### src/rtl/mem_pkg.sv
// mem_pkg: shared FSM state, default sizes and address-wrap helper for mem_burst_ctrl.
package mem_pkg;
  localparam int DEF_WIDTH     = 16;
  localparam int DEF_DEPTH     = 64;
  localparam int DEF_MAX_BURST = 16;
  typedef enum logic [1:0] {IDLE, WRITE, READ, DONE} state_e;
  // Explicit compare so non-power-of-two depths wrap at DEPTH-1.
  function automatic logic [31:0] next_addr(input logic [31:0] a, input int unsigned depth);
    return (a == depth - 1) ? 32'd0 : a + 32'd1;
  endfunction
endpackage

### src/rtl/mem_burst_ctrl_if.sv
// mem_burst_ctrl_if: request, write-data and read-data channels of mem_burst_ctrl.
interface mem_burst_ctrl_if #(
  parameter int WIDTH      = 16,
  parameter int ADDR_WIDTH = 6,
  parameter int LEN_WIDTH  = 4
);
  logic                  valid_i, ready_o, wr_rd_i;
  logic [ADDR_WIDTH-1:0] addr_i;
  logic [LEN_WIDTH-1:0]  len_i;
  logic                  wvalid_i, wready_o;
  logic [WIDTH-1:0]      wdata_i;
  logic [WIDTH/8-1:0]    wstrb_i;
  logic                  rvalid_o, rready_i;
  logic [WIDTH-1:0]      rdata_o;
  logic                  done_o;
  modport master (
    output valid_i, wr_rd_i, addr_i, len_i, wvalid_i, wdata_i, wstrb_i, rready_i,
    input  ready_o, wready_o, rvalid_o, rdata_o, done_o
  );
  modport slave (
    input  valid_i, wr_rd_i, addr_i, len_i, wvalid_i, wdata_i, wstrb_i, rready_i,
    output ready_o, wready_o, rvalid_o, rdata_o, done_o
  );
endinterface

### src/rtl/mem_array.sv
// mem_array: single-port storage with byte-enabled write and registered synchronous read.
module mem_array #(
  parameter int WIDTH      = 16,
  parameter int DEPTH      = 64,
  parameter int ADDR_WIDTH = $clog2(DEPTH)
) (
  input  logic                  clk_i,
  input  logic                  wr_en_i,
  input  logic [ADDR_WIDTH-1:0] wr_addr_i,
  input  logic [WIDTH-1:0]      wdata_i,
  input  logic [WIDTH/8-1:0]    be_i,
  input  logic                  rd_en_i,
  input  logic [ADDR_WIDTH-1:0] rd_addr_i,
  output logic [WIDTH-1:0]      rdata_o
);
  logic [WIDTH-1:0] mem [DEPTH];
  logic [WIDTH-1:0] rdata_q;
  always_ff @(posedge clk_i) begin
    if (wr_en_i)
      for (int k = 0; k < WIDTH/8; k++)
        if (be_i[k]) mem[wr_addr_i][8*k +: 8] <= wdata_i[8*k +: 8];
    if (rd_en_i) rdata_q <= mem[rd_addr_i];
  end
  assign rdata_o = rdata_q;
endmodule

### src/rtl/mem_burst_ctrl.sv
// mem_burst_ctrl: burst controller over mem_array with valid/ready request, write and read channels.
// Define BYTE_STRB_EN to honour wstrb_i on write beats; otherwise full words are written.
module mem_burst_ctrl import mem_pkg::*; #(
  parameter int WIDTH      = DEF_WIDTH,
  parameter int DEPTH      = DEF_DEPTH,
  parameter int ADDR_WIDTH = $clog2(DEPTH),
  parameter int MAX_BURST  = DEF_MAX_BURST,
  parameter int LEN_WIDTH  = $clog2(MAX_BURST)
) (
  input logic             clk_i,
  input logic             rst_i,
  mem_burst_ctrl_if.slave bus
);
  state_e                state_q, state_d;
  logic [ADDR_WIDTH-1:0] cur_addr_q, cur_addr_d, nxt_addr, rd_addr;
  logic [LEN_WIDTH-1:0]  beats_left_q, beats_left_d;
  logic                  rd_en, wr_en, last;
  logic [WIDTH/8-1:0]    be;
  logic [WIDTH-1:0]      rd_data;
`ifdef BYTE_STRB_EN
  assign be = bus.wstrb_i;
`else
  logic unused_wstrb;
  assign unused_wstrb = ^bus.wstrb_i;
  assign be = '1;
`endif
  assign nxt_addr = ADDR_WIDTH'(next_addr(32'(cur_addr_q), DEPTH));
  assign last     = beats_left_q == '0;
  always_comb begin
    state_d      = state_q;
    cur_addr_d   = cur_addr_q;
    beats_left_d = beats_left_q;
    rd_en        = 1'b0;
    wr_en        = 1'b0;
    rd_addr      = nxt_addr;
    case (state_q)
      IDLE: if (bus.valid_i) begin
        cur_addr_d   = bus.addr_i;
        beats_left_d = bus.len_i;
        state_d      = bus.wr_rd_i ? WRITE : READ;
        rd_en        = !bus.wr_rd_i;
        rd_addr      = bus.addr_i;
      end
      WRITE: if (bus.wvalid_i) begin
        wr_en        = 1'b1;
        state_d      = last ? DONE : WRITE;
        cur_addr_d   = nxt_addr;
        beats_left_d = beats_left_q - 1'b1;
      end
      READ: if (bus.rready_i) begin
        rd_en        = !last;
        state_d      = last ? DONE : READ;
        cur_addr_d   = nxt_addr;
        beats_left_d = beats_left_q - 1'b1;
      end
      default: state_d = IDLE;
    endcase
  end
  always_ff @(posedge clk_i or negedge rst_i) begin
    if (!rst_i) begin
      state_q      <= IDLE;
      cur_addr_q   <= '0;
      beats_left_q <= '0;
    end else begin
      state_q      <= state_d;
      cur_addr_q   <= cur_addr_d;
      beats_left_q <= beats_left_d;
    end
  end
  assign bus.ready_o  = state_q == IDLE;
  assign bus.wready_o = state_q == WRITE;
  assign bus.rvalid_o = state_q == READ;
  assign bus.done_o   = state_q == DONE;
  assign bus.rdata_o  = (state_q == READ) ? rd_data : '0;
  mem_array #(.WIDTH(WIDTH), .DEPTH(DEPTH), .ADDR_WIDTH(ADDR_WIDTH)) u_mem (
    .clk_i     (clk_i),
    .wr_en_i   (wr_en),
    .wr_addr_i (cur_addr_q),
    .wdata_i   (bus.wdata_i),
    .be_i      (be),
    .rd_en_i   (rd_en),
    .rd_addr_i (rd_addr),
    .rdata_o   (rd_data)
  );
endmodule

### src/flat_wrapper.sv
// flat-port wrapper written by rule: the top's interface ports become plain ports
module mem_burst_ctrl_flat import mem_pkg::*;
#(
  parameter int WIDTH      = DEF_WIDTH,
  parameter int DEPTH      = DEF_DEPTH,
  parameter int ADDR_WIDTH = $clog2(DEPTH),
  parameter int MAX_BURST  = DEF_MAX_BURST,
  parameter int LEN_WIDTH  = $clog2(MAX_BURST)
)
  (clk_i, rst_i, bus_valid_i, bus_wr_rd_i, bus_addr_i, bus_len_i, bus_wvalid_i, bus_wdata_i, bus_wstrb_i, bus_rready_i, bus_ready_o, bus_wready_o, bus_rvalid_o, bus_rdata_o, bus_done_o);
  mem_burst_ctrl_if #(.WIDTH(WIDTH), .ADDR_WIDTH(ADDR_WIDTH), .LEN_WIDTH(LEN_WIDTH)) bus_i ();
  input logic clk_i;
  input logic rst_i;
  input wire logic [$bits(bus_i.valid_i)-1:0] bus_valid_i;
  input wire logic [$bits(bus_i.wr_rd_i)-1:0] bus_wr_rd_i;
  input wire logic [$bits(bus_i.addr_i)-1:0] bus_addr_i;
  input wire logic [$bits(bus_i.len_i)-1:0] bus_len_i;
  input wire logic [$bits(bus_i.wvalid_i)-1:0] bus_wvalid_i;
  input wire logic [$bits(bus_i.wdata_i)-1:0] bus_wdata_i;
  input wire logic [$bits(bus_i.wstrb_i)-1:0] bus_wstrb_i;
  input wire logic [$bits(bus_i.rready_i)-1:0] bus_rready_i;
  output wire logic [$bits(bus_i.ready_o)-1:0] bus_ready_o;
  output wire logic [$bits(bus_i.wready_o)-1:0] bus_wready_o;
  output wire logic [$bits(bus_i.rvalid_o)-1:0] bus_rvalid_o;
  output wire logic [$bits(bus_i.rdata_o)-1:0] bus_rdata_o;
  output wire logic [$bits(bus_i.done_o)-1:0] bus_done_o;
  assign bus_i.valid_i = bus_valid_i;
  assign bus_i.wr_rd_i = bus_wr_rd_i;
  assign bus_i.addr_i = bus_addr_i;
  assign bus_i.len_i = bus_len_i;
  assign bus_i.wvalid_i = bus_wvalid_i;
  assign bus_i.wdata_i = bus_wdata_i;
  assign bus_i.wstrb_i = bus_wstrb_i;
  assign bus_i.rready_i = bus_rready_i;
  assign bus_ready_o = bus_i.ready_o;
  assign bus_wready_o = bus_i.wready_o;
  assign bus_rvalid_o = bus_i.rvalid_o;
  assign bus_rdata_o = bus_i.rdata_o;
  assign bus_done_o = bus_i.done_o;
  mem_burst_ctrl #(.WIDTH(WIDTH), .DEPTH(DEPTH), .ADDR_WIDTH(ADDR_WIDTH), .MAX_BURST(MAX_BURST), .LEN_WIDTH(LEN_WIDTH)) u_core (.clk_i(clk_i), .rst_i(rst_i), .bus(bus_i));
endmodule
### config.mk
export PLATFORM = sky130hd
export DESIGN_NAME = mem_burst_ctrl_flat
export DESIGN_NICKNAME = d
export VERILOG_FILES = /design/src/rtl/mem_pkg.sv /design/src/rtl/mem_burst_ctrl_if.sv /design/src/rtl/mem_array.sv /design/src/rtl/mem_burst_ctrl.sv /design/src/flat_wrapper.sv
export SDC_FILE = /design/constraint.sdc
export NUM_CORES = 1
export LEC_CHECK = 0
export BUFFER_PORTS_ARGS = -buffer_cell sky130_fd_sc_hd__buf_4
export CAP_MARGIN = 20
export CORE_AREA = 8 8 332 334
export DETAILED_ROUTE_END_ITERATION = 12
export DIE_AREA = 0 0 340 342
export SYNTH_ARGS = -nofsm -noshare
export SYNTH_HDL_FRONTEND = slang
export SYNTH_HIERARCHICAL = 1
export SYNTH_SLANG_ARGS = --single-unit
### constraint.sdc
create_clock -name clk_i -period 5.1 [get_ports clk_i]
set_input_delay 0.51 -clock clk_i [delete_from_list [all_inputs] [get_ports clk_i]]
set_output_delay 0.51 -clock clk_i [all_outputs]
set_load 0.005 [all_outputs]
==> results.json, run 1 <==
{
  "status": "completed",
  "area_delta_synth_final_pct": 12.68,
  "yosysMostFrequentCell": "edfxtp_1",
  "ctsResizeCount": 0,
  "min_period_over_period": 0.8530,
  "hold_violations": 0,
  "synth-edff-count": 1040,
  "fin_cells": 3597,
  "fill_cells": 8778,
  "clk_pin_slew_worst_paths_ns": 0.06,
  "path_cells": "inv_1 -> ha_1 -> nand2_1 -> buf_4 -> o21ai_0 -> o21a_4 -> buf_12 -> mux4_2 -> mux2i_1 -> a22oi_1 -> a31oi_1 -> a311oi_1",
  "ff2ff_setup_slack_ns": 0.75,
  "cp_slowest_cell": "mux4_2",
  "dieArea_um2": 116300,
  "gr-total-overflow": 0,
  "synth_area_per_cell_um2": 20.41,
  "rsz0062_at_grt": "false",
  "maxCapViolCount": 0,
  "grt_pass1_vias": 20656,
  "clock_latency_ns": 0.67,
  "drc": 0,
  "wl_per_cell_um": 26.45,
  "fp-row-count": 119,
  "cp_max_fo": 38,
  "clock-root-buffer": "clkbuf_16",
  "initial_utilization": 0.3967,
  "vias": 20109,
  "worstMarginPinSlew_ns": 1.067,
  "hold_path.class": "input pin to register",
  "crit_type": "register to register",
  "ant_nets": 0,
  "worst_setup_path_end_kind": "register",
  "final.setup.tns_ns": 0,
  "die_x_um": 340,
  "post_dp_cell_area_um2": 43420,
  "via_per_inst": 5.590,
  "dieHeight_um": 342,
  "drtIter0Drc": 1778,
  "gp_congestion": 0.7897,
  "synth_ff_type": "edfxtp_1",
  "core-area_um2": 104700,
  "p_per_area_nw_per_um2": 600.4,
  "whs_ns": 0.1403,
  "clk_path_buf_depth": 3,
  "ys_warn_count": 6,
  "start_kind": "register",
  "grt_pass1_wl_um": 139900,
  "syn_inst": 2035,
  "final_area_um2": 46790,
  "syn_area_um2": 41530,
  "cts_num_sinks": 1052,
  "fin_crit_ns": 4.351,
  "final.setup.worst_slack_ns": 0.7495,
  "slowest_delay_ns": 0.55,
  "synthArstFlopShare": 0.01141,
  "port_buffers": 51,
  "ir_worst_vdd_mv": 0.4120,
  "drive_gt1_frac": 0.2227,
  "cts-htree-levels": 3,
  "dpl.cell_count": 3404,
  "firstDrtPassIters": 6,
  "slew_headroom": 0.2855,
  "regArea_um2": 31530,
  "ys_ff_latch": 1052,
  "place_ws_ns": 0.7588,
  "fin_nets": 2159,
  "crit_arrival_ns": 4.73,
  "multiInputGateArea_um2": 9298,
  "ys_types": 53,
  "yosysSeqAreaShare": 0.7593,
  "finClkSkew_ns": 0.02387,
  "yosysTopAreaCell": "edfxtp_1",
  "final_max_slew_viol_count": 0,
  "report.final.setup_viol": 0,
  "totalPowerFinal_mw": 28.09,
  "p_leak_nw": 14.68,
  "fin_util": 0.4470,
  "yosys-top-cells-area": "edfxtp_1 (75%), mux4_2 (11%), mux2i_1 (2.2%)",
  "grt_max_degree": 77,
  "required_ns": 5.48,
  "wl_um": 95160,
  "antenna_found_initial": 6,
  "tritoncts": "done",
  "ioPinCount": 54,
  "grt_usage": 0.1613,
  "synth_top_area_share": 0.7521,
  "max_freq_mhz": 229.9,
  "numCtsBuffers": 103,
  "dp_hpwl_um": 58260,
  "synth.top_cells.by_count": "edfxtp_1 (1040), mux4_2 (210), nor2_1 (148)"
}
-- per-layer routing --
layer  track usage  share of wire  wire length [µm]
met1        0.2295           0.43             40910
met2        0.2500           0.47             44320
met3       0.03395          0.079              7555
met4       0.04955          0.025              2338
met5             0        0.00028                27
-- flip-flops by register name (all words and copies together), names as in the netlist --
| register | flops |
|---|---|
| u_core/u_mem/mem | 1024 |
| u_core/u_mem/rdata_o | 16 |
| u_core/cur_addr_q | 6 |
| u_core/beats_left_q | 4 |
| u_core/state_q | 2 |
-- path summary, 6_finish.rpt --
path / startpoint / cells past startpoint / end
max reg2reg: u_core/state_q[0] / 12 / u_core/u_mem/rdata_o[12]
min: bus_len_i[0] / 3 / u_core/beats_left_q[0]
min in group asynchronous: rst_i / 2 / u_core/state_q[0]
min reg2reg: u_core/beats_left_q[0] / 2 / u_core/beats_left_q[0]
max: u_core/state_q[0] / 12 / u_core/u_mem/rdata_o[12]
max in group asynchronous: rst_i / 2 / u_core/cur_addr_q[1]
-- logic make-up (layout without fill, tap and decap cells) --
logic type | after synthesis | after routing | share of synthesized area
flip-flops | 1052 | 1052 | 0.7593
AND/OR/NAND/NOR | 345 | 345 | 0.03941
multiplexers | 341 | 341 | 0.1518
AO/OA/AOI/OAI | 162 | 162 | 0.02802
buffers and inverters | 125 | 292 | 0.01898
adder cells (fa/ha/maj) | 6 | 6 | 0.001808
XOR/XNOR | 3 | 3 | 0.0006329
other | 1 | 5 | 0.00009030
-- report_power, final --
group	leakage [nW]	internal, mW	switching, mW	total [mW]
Combinational	3.56	4.45	6.21	10.7
Sequential	9.49	9.76	0.137	9.90
Clock	1.63	4.39	3.15	7.54
-- cell type report --
| cell class | instances | share of cell area |
|---|---|---|
| Antenna cell | 1 | 0.00005348 |
| Clock buffer | 134 | 0.05845 |
| Clock inverter | 57 | 0.01337 |
| Inverter | 7 | 0.0005615 |
| Multi-Input combinational cell | 861 | 0.1987 |
| Sequential cell | 1052 | 0.6739 |
| Tap cell | 1391 | 0.03720 |
| Timing Repair Buffer | 94 | 0.01781 |
-- repair_timing --
item / in CTS / in global routing
hold buffers: 1 / 0
setup buffers: 0 / 0
hold endpoints to repair: 12 / 0
setup endpoints to repair: 0 / 0
-- layout by cell type (no fill, tap or decap), types with 9 or more instances in the layout --
cell       synthesis  final
a211oi_1          10     10
a21oi_1           28     26
a221oi_1          14     14
a22o_1             9      9
a22oi_1           39     39
a31oi_1           11     11
and2_1            19     19
buf_12             4     10
buf_4             15     83
bufinv_16          0     12
clkbuf_1          37     28
clkbuf_16          0    104
clkinv_1           0     19
clkinv_2           0     17
dfrtp_1           12     12
edfxtp_1        1040   1040
mux2_2            27     26
mux2i_1           90     90
mux4_1            14     14
mux4_2           210    210
nand2_1           73     72
nand3_1           32     31
nand4_1           10     10
nor2_1           148    147
nor2b_1           30     30
o21ai_0           12     11
-- critical path, delay by kind of cell (launching register included) --
family,cells,cell delay [ns]
flip-flops,1,0.42
buffers and inverters,3,0.75
multiplexers,2,0.84
AND/OR/NAND/NOR,1,0.31
adder cells (fa/ha/maj),1,0.25
AO/OA/AOI/OAI,5,1.44
No activity file was read; power rests on OpenSTA's default activity.
==> inputs of run 2 (changes only) <==
--- a/config.mk
+++ b/config.mk
@@ -7,9 +7,10 @@
 export LEC_CHECK = 0
 export BUFFER_PORTS_ARGS = -buffer_cell sky130_fd_sc_hd__buf_4
 export CAP_MARGIN = 20
-export CORE_AREA = 8 8 332 334
+export CORE_AREA = 8 8 317 349
 export DETAILED_ROUTE_END_ITERATION = 12
-export DIE_AREA = 0 0 340 342
+export DIE_AREA = 0 0 325 357
+export GPL_ROUTABILITY_DRIVEN = 0
 export SYNTH_ARGS = -nofsm -noshare
 export SYNTH_HDL_FRONTEND = slang
 export SYNTH_HIERARCHICAL = 1
==> results.json, run 2 (synthesized netlist as in run 1, its figures left out) <==
{
  "status": "completed",
  "clock-root-buffer": "clkbuf_16",
  "largest_reg_flops": 1024,
  "crit_type": "register to register",
  "final.setup.tns_ns": 0,
  "start_kind": "register",
  "min_period_over_period": 0.8621,
  "clk_path_buf_depth": 3,
  "port_buffers": 51,
  "largest-register": "u_core/u_mem/mem",
  "die_x_um": 325,
  "cp_max_fo": 60,
  "holdPathEnd": "u_core/beats_left_q[3]",
  "crit-reg2reg-launch": "u_core/state_q[0]",
  "hold_path.class": "input pin to register",
  "grt_pass1_vias": 20551,
  "clock_latency_ns": 0.66,
  "crit_arrival_ns": 4.76,
  "ir_worst_vdd_mv": 0.6039,
  "fin_nets": 2148,
  "cts_num_sinks": 1052,
  "hold_violations": 0,
  "grt_pass1_wl_um": 140100,
  "worst_setup_path_end_kind": "register",
  "gr-total-overflow": 0,
  "r2r_cells": 11,
  "regArea_um2": 31530,
  "fp-row-count": 125,
  "whs_ns": 0.1849,
  "hold-path-cell-count": 3,
  "tritoncts": "done",
  "dieArea_um2": 116000,
  "final_cell_mix": "edfxtp_1 (1040), mux4_2 (210), nor2_1 (148)",
  "numCtsBuffers": 97,
  "antenna_found_initial": 7,
  "wl_per_cell_um": 26.67,
  "ff2ff_setup_slack_ns": 0.70,
  "slew_headroom": 0.3034,
  "max_freq_mhz": 227.4,
  "p_per_area_nw_per_um2": 593.6,
  "min_from": "bus_len_i[3]",
  "drive_gt1_frac": 0.2198,
  "maxCapViolCount": 0,
  "rsz0062_at_grt": "false",
  "initial_utilization": 0.3957,
  "core-area_um2": 104900,
  "report.final.setup_viol": 0,
  "worstMarginPinSlew_ns": 1.042,
  "wl_um": 95730,
  "r2r-end": "u_core/u_mem/rdata_o[9]",
  "fill_cells": 8788,
  "dieHeight_um": 357,
  "grt_max_degree": 93,
  "dp_hpwl_um": 58650,
  "final_common_cell": "edfxtp_1",
  "grt_usage": 0.1616,
  "ioPinCount": 54,
  "ant_nets": 0,
  "fin_crit_ns": 4.397,
  "multiInputGateArea_um2": 9288,
  "vias": 20181,
  "final_max_slew_viol_count": 0,
  "required_ns": 5.47,
  "p_leak_nw": 14.57,
  "finClkSkew_ns": 0.02669,
  "via_per_inst": 5.623,
  "drtIter0Drc": 1674,
  "drc": 0,
  "area_delta_synth_final_pct": 12.13,
  "clk_pin_slew_worst_paths_ns": 0.06,
  "firstDrtPassIters": 5,
  "cts-htree-levels": 3
}
==> run 2: cell types whose count changed in the layout (fill, tap and decap cells not counted), sizes merged <==
cell      before  now
diode          1    4
clkinvlp       3    4
clkbuf       134  110
clkinv        39   48
bufinv        12   13
inv           10   11
buf           93   88
==> run 2: critical path, stage by stage (launching register included) <==
cell and delay [ns]:
dfrtp_1 0.42, inv_1 0.10, ha_1 0.26, nand2_1 0.39, buf_4 0.32, mux2_8 0.66
buf_12 0.36, mux4_2 0.34, nor2b_1 0.14, a211o_1 0.35, a31oi_1 0.51, a311oi_1 0.19
==> run 2: timing repair <==
item	CTS	global route
endpoints found under the setup margin	0	0
gates resized for setup	0	0
hold endpoints to repair	12	0
hold buffers	1	0
setup buffers	0	0
==> run 2: per-stage QoR <==
stage                     std cells  power, mW  utilization  instance area (µm²)  setup slack, ns
after floorplan                2038      17.34            -                41540            2.104
after global placement         3404      20.45       0.4130                43350           0.9176
final                          3589      27.64       0.4437                46560           0.7032
after CTS                      3584      27.85       0.4435                46540           0.8400
after detailed placement       3404      20.56       0.4130                43350           0.8623
after global routing           3585      28.68       0.4436                46550           0.5456
==> run 2: how the worst max path moves through the flow <==
stage / start / to / slack (ns)
final: u_core/state_q[0] / u_core/u_mem/rdata_o[9] / 0.70
after floorplan: u_core/state_q[0] / u_core/u_mem/rdata_o[10] / 2.10
after global routing: u_core/state_q[1] / u_core/u_mem/rdata_o[9] / 0.55
after global placement: u_core/state_q[0] / u_core/u_mem/rdata_o[9] / 0.92
after detailed placement: u_core/state_q[0] / u_core/u_mem/rdata_o[9] / 0.86
after CTS: u_core/state_q[0] / u_core/u_mem/rdata_o[9] / 0.84
==> run 2: layout make-up <==
cell class / instances / share of cell area
Antenna cell: 4 / 0.0002150
Tap cell: 1397 / 0.03754
Inverter: 7 / 0.0005643
Sequential cell: 1052 / 0.6772
Timing Repair Buffer: 89 / 0.01663
Multi-Input combinational cell: 861 / 0.1995
Clock inverter: 69 / 0.01432
Clock buffer: 110 / 0.05409
==> run 2: metal layers <==
| layer | global-route usage | vias to the layer above | part of all wire |
|---|---|---|---|
| met3 | 0.03105 | 151 | 0.073 |
| li1 | - | 8525 | - |
| met5 | 0 | - | 0.00014 |
| met2 | 0.2664 | 730 | 0.49 |
| met1 | 0.2175 | 10773 | 0.41 |
| met4 | 0.05122 | 2 | 0.027 |
==> run 2: report_power, final <==
| part | switching, mW | internal (mW) | total [mW] |
|---|---|---|---|
| Clock | 3.09 | 4.20 | 7.29 |
| Sequential | 0.142 | 9.76 | 9.90 |
| Combinational | 6.08 | 4.37 | 10.4 |
